<file path="src/rtl/mem_arbiter.sv">
// Round-robin arbiter that lets two cache requesters share one memory port.
// It sends a one-cycle issue pulse, then routes response beats to the owner until the last one.
module mem_arbiter #(
  parameter int ADDR_W    = 32,
  parameter int DATA_W    = 32,
  parameter int BURST_LEN = 16
) (
  input  logic              clk,
  input  logic              rst,
  input  logic              r0_req_valid,
  input  logic [ADDR_W-1:0] r0_req_addr,
  input  logic [DATA_W-1:0] r0_req_data,
  input  logic [3:0]        r0_req_mask,
  output logic              r0_resp_valid,
  output logic              r0_resp_last,
  input  logic              r1_req_valid,
  input  logic [ADDR_W-1:0] r1_req_addr,
  input  logic [DATA_W-1:0] r1_req_data,
  input  logic [3:0]        r1_req_mask,
  output logic              r1_resp_valid,
  output logic              r1_resp_last,
  output logic [DATA_W-1:0] resp_data,
  output logic              mem_req_valid,
  output logic [ADDR_W-1:0] mem_req_addr,
  output logic [DATA_W-1:0] mem_req_data,
  output logic [3:0]        mem_req_mask,
  input  logic              mem_resp_valid,
  input  logic [DATA_W-1:0] mem_resp_data,
  output logic              busy
);
  localparam int CNT_W = $clog2(BURST_LEN);

  typedef enum logic [1:0] {IDLE, ISSUE, WAIT} state_t;

  state_t            state_q, state_d;
  logic              owner_q, owner_d, prio_q, prio_d, is_wr_q, is_wr_d;
  logic [CNT_W-1:0]  cnt_q, cnt_d;
  logic [ADDR_W-1:0] addr_q, addr_d;
  logic [DATA_W-1:0] data_q, data_d;
  logic [3:0]        mask_q, mask_d;
  logic              gnt, beat, last;

  logic [1:0][ADDR_W-1:0] rq_addr;
  logic [1:0][DATA_W-1:0] rq_data;
  logic [1:0][3:0]        rq_mask;

  assign rq_addr = {r1_req_addr, r0_req_addr};
  assign rq_data = {r1_req_data, r0_req_data};
  assign rq_mask = {r1_req_mask, r0_req_mask};

  always_comb begin
    state_d = state_q;
    owner_d = owner_q;
    prio_d  = prio_q;
    is_wr_d = is_wr_q;
    cnt_d   = cnt_q;
    addr_d  = addr_q;
    data_d  = data_q;
    mask_d  = mask_q;
    // Lone requester wins outright; prio only breaks a tie.
    gnt  = (r0_req_valid && r1_req_valid) ? prio_q : r1_req_valid;
    beat = (state_q == WAIT) && mem_resp_valid;
    last = beat && (is_wr_q || cnt_q == CNT_W'(BURST_LEN - 1));
    case (state_q)
      IDLE: if (r0_req_valid || r1_req_valid) begin
        owner_d = gnt;
        addr_d  = rq_addr[gnt];
        data_d  = rq_data[gnt];
        mask_d  = rq_mask[gnt];
        is_wr_d = |rq_mask[gnt];
        cnt_d   = '0;
        state_d = ISSUE;
      end
      ISSUE: state_d = WAIT;
      WAIT: if (beat) begin
        if (last) begin
          state_d = IDLE;
          prio_d  = ~owner_q;
        end else begin
          cnt_d = cnt_q + CNT_W'(1);
        end
      end
      default: state_d = IDLE;
    endcase
  end

  always_ff @(posedge clk) begin
    if (rst) begin
      state_q <= IDLE;
      owner_q <= 1'b0;
      prio_q  <= 1'b0;
      is_wr_q <= 1'b0;
      cnt_q   <= '0;
      addr_q  <= '0;
      data_q  <= '0;
      mask_q  <= '0;
    end else begin
      state_q <= state_d;
      owner_q <= owner_d;
      prio_q  <= prio_d;
      is_wr_q <= is_wr_d;
      cnt_q   <= cnt_d;
      addr_q  <= addr_d;
      data_q  <= data_d;
      mask_q  <= mask_d;
    end
  end

  assign mem_req_valid = (state_q == ISSUE);
  assign mem_req_addr  = addr_q;
  assign mem_req_data  = data_q;
  assign mem_req_mask  = mask_q;
  assign busy          = (state_q != IDLE);
  assign resp_data     = mem_resp_data;
  assign r0_resp_valid = beat && !owner_q;
  assign r1_resp_valid = beat &&  owner_q;
  assign r0_resp_last  = last && !owner_q;
  assign r1_resp_last  = last &&  owner_q;
endmodule

</file>
<file path="config.mk">
export PLATFORM = sky130hd
export DESIGN_NAME = mem_arbiter
export DESIGN_NICKNAME = d
export VERILOG_FILES = /design/src/rtl/mem_arbiter.sv
export SDC_FILE = /design/constraint.sdc
export NUM_CORES = 1
export LEC_CHECK = 0
export CAP_MARGIN = 20
export CORE_MARGIN = 1
export CORE_UTILIZATION = 31
export DETAILED_ROUTE_END_ITERATION = 10
export GPL_TIMING_DRIVEN = 1
export PLACE_DENSITY = 0.82
export SYNTH_ARGS = -nofsm -noshare
export SYNTH_HDL_FRONTEND = slang
export SYNTH_SLANG_ARGS = --single-unit
</file>
<file path="constraint.sdc">
create_clock -name clk -period 2.9 [get_ports clk]
set_input_delay 0.87 -clock clk [delete_from_list [all_inputs] [get_ports clk]]
set_output_delay 0.87 -clock clk [all_outputs]
set_load 0.01 [all_outputs]
</file>
==> reports/results.ini <==
[worst_setup_path]
cp.arrival_ns = 1.95
crit_chain = dlygate4sd2_1 > and3b_2 > buf_4 > and3_1 > dlygate4sd2_1
setup.worst_path.end_class = primary output
crit_buf_inv = 3
path_delay_family = buffers and inverters
cp.required_ns = 2.03
crit_type = input port to primary output
crit_slowest_cell = dlygate4sd2_1
critPathMaxStageDelay_ns = 0.28
critical_path.most_common_cell = dlygate4sd2_1
cp_max_fo = 3
worst_setup_path_start_kind = input port

[sta]
relSlewSlack_pct = 40.6
min_period_over_period_pct = 97.3
rsz0062_at_grt = no
setup_viol = 0
clock.fmax_ghz = 0.354
worstMarginPinSlew_ns = 0.891
timing.hold.ws_ns = 0.476
maxSlewViolCount = 0
finClkSkew_ns = 0.00428
min_period_ns = 2.82
hold_violations = 0

[clock_tree]
clk_pin_slew_ns = 0.05
cts_buffers = 9
clock_path_buffers = 2
worstSkewPairLatency_ns = 0.33
cts_root_buffer = clkbuf_16
h-tree-depth = 3
cts.sinks = 77
cts_tree = built
postCtsHoldBufs = 0

[detailed_routing]
first_pass_iters = 4
drt-total-wl_um = 14400
drt-initial-drc-count = 274
antenna_left = 0
routed_via_density = 5.47
post_drt_wl_per_cell_um = 17.5
vias = 4506
route.detailed.drc = 0

[global_routing]
grt_pass1_wl_um = 23200
grt_pass1_vias = 4407
grt_max_degree = 70
track_usage_pct = 20.5
antenna_found_initial = 0
grt-ovfl-total = 0

[yosys]
ys_seq_area_share_pct = 36.4
syn_area_per_cell_um2 = 8.60
syn_inst = 493
ys_seq_elements = 77
synthDistinctLibCells = 42
yosysWarnings = 0
syn_area_um2 = 4240
synth_fp_nets = 667

[power]
power_density_nw_per_um2 = 530
leakage_uw = 0.00218
vdd_drop_max_v = 0.000216

[die]
io_pins = 279
die_area_um2 = 14100
fp.dieW_um = 119
coreArea_um2 = 13300
initial_utilization_pct = 31.9
core.rowCount = 42
die_h_um = 119

[layout]
final_util_pct = 48.6
final_cells = 824
finalNetCount = 818
final_cell_area_um2 = 6460
layout-drive-gt1-share_pct = 12.8
layout_commonest_cell = clkdlybuf4s50_1
antenna-diode-count = 0
most-common-layout-cells = clkdlybuf4s50_1 (207), dfxtp_1 (77), o21ai_0 (72), nand3_1 (70), a21oi_1 (50)
areaGrowthSynthToFinish_pct = 52.4

[place]
place.gp.congestion = 0.869
place_area_um2 = 6200
port_buffers = 214
place_hpwl_um = 9770
dpl.cell_count = 808

[outcome]
status = completed

[min_path]
hold_path_class = flop to flop

[flow_run]
drv_cap = 0

## cell usage after synthesis (all sizes together)
cell type  count  area (µm²)
inv            4        15.0
mux2i          1        10.0
nor3b          1        7.51
nand3         70         350
nor2           5        36.3
and3           2        12.5
dfxtp         77        1540
ha             1        12.5
a21oi         70         425
nand4          1        6.26
nand2b         1        6.26
nand2          5        18.8
nor3           3        15.0
a22o           1        8.76
nand3b         2        15.0
o21ai         73         365
buf           62         438
o211a          1        10.0
a31oi          1        6.26
nor4           2        12.5
a31o           2        17.5
and2b          1        7.51
o311ai         1        8.76
o22ai          1        6.26
or2            1        6.26
and3b          1        8.76
or4            1        7.51
and2           1        6.26
nor2b          2        12.5
a311oi        68         721
nor4bb         1        10.0
clkbuf        30         114
## through the flow
stage | TNS [ns] | setup WS [ns] | total power (µW)
2_1_floorplan | 0 | 0.741 | 1910
3_3_place_gp | -1.02 | -0.302 | 2420
3_5_place_dp | -1.08 | -0.320 | 2430
4_1_cts | 0 | 0.0973 | 3470
5_1_grt | 0 | 0.0467 | 3600
6_report | 0 | 0.0790 | 3420
## cell families after synthesis
family | share of synthesized area, %
multiplexers | 0.236
AND/OR/NAND/NOR | 12.7
flip-flops | 36.4
adder cells (fa/ha/maj) | 0.295
AO/OA/AOI/OAI | 37.0
buffers and inverters | 13.4
## layer usage
layer,GRT usage [%],part of all wire (%)
met4,10.1,2.5
met2,34.1,48
met1,25.4,42
met5,0,0
met3,3.69,7.6
## flip-flops by register name, summed over array words and instances, names as in the netlist
signal        flops
cnt_q             4
mem_req_data     32
owner_q           1
prio_q            1
mem_req_addr     32
mem_req_mask      4
state_q           2
is_wr_q           1
## repair_timing
item,4_1_cts,5_1_grt
setup endpoints to repair,4,0
buffers inserted,1,0
endpoints found under the hold margin,0,0
gates resized for setup,6,0
## path summary, 6_finish.rpt
| kind | start | endpoint | slack (ns) | cells after the start |
|---|---|---|---|---|
| setup / recovery | mem_resp_valid | r1_resp_last | 0.08 | 5 |
| setup reg to reg | state_q[1] | mem_req_addr[5] | 1.08 | 4 |
| hold / removal | cnt_q[1] | cnt_q[1] | 0.48 | 2 |
| hold reg to reg | cnt_q[1] | cnt_q[1] | 0.48 | 2 |
## where the power goes
group	total, µW	internal (µW)	switching (µW)
registers	1290	1200	85.9
clock network	1020	596	421
logic	1120	595	524
total	3420	2390	1030
## final cells by class
type                       instances  area [µm²]
fill                            1267        6840
timing repair buffer             232        2290
multi-input combinational        320        2140
sequential                        77        1540
clock buffer                      13         250
tap                              176         220
inverter                           4        15.0
clock inverter                     2        10.0
## tightest hold or removal path, cell delays in order, from the launching register on
cell	delay [ns]
dfxtp_1	0.32
nand2_1	0.06
mux2i_1	0.05
No activity file was read; power rests on OpenSTA's default activity.
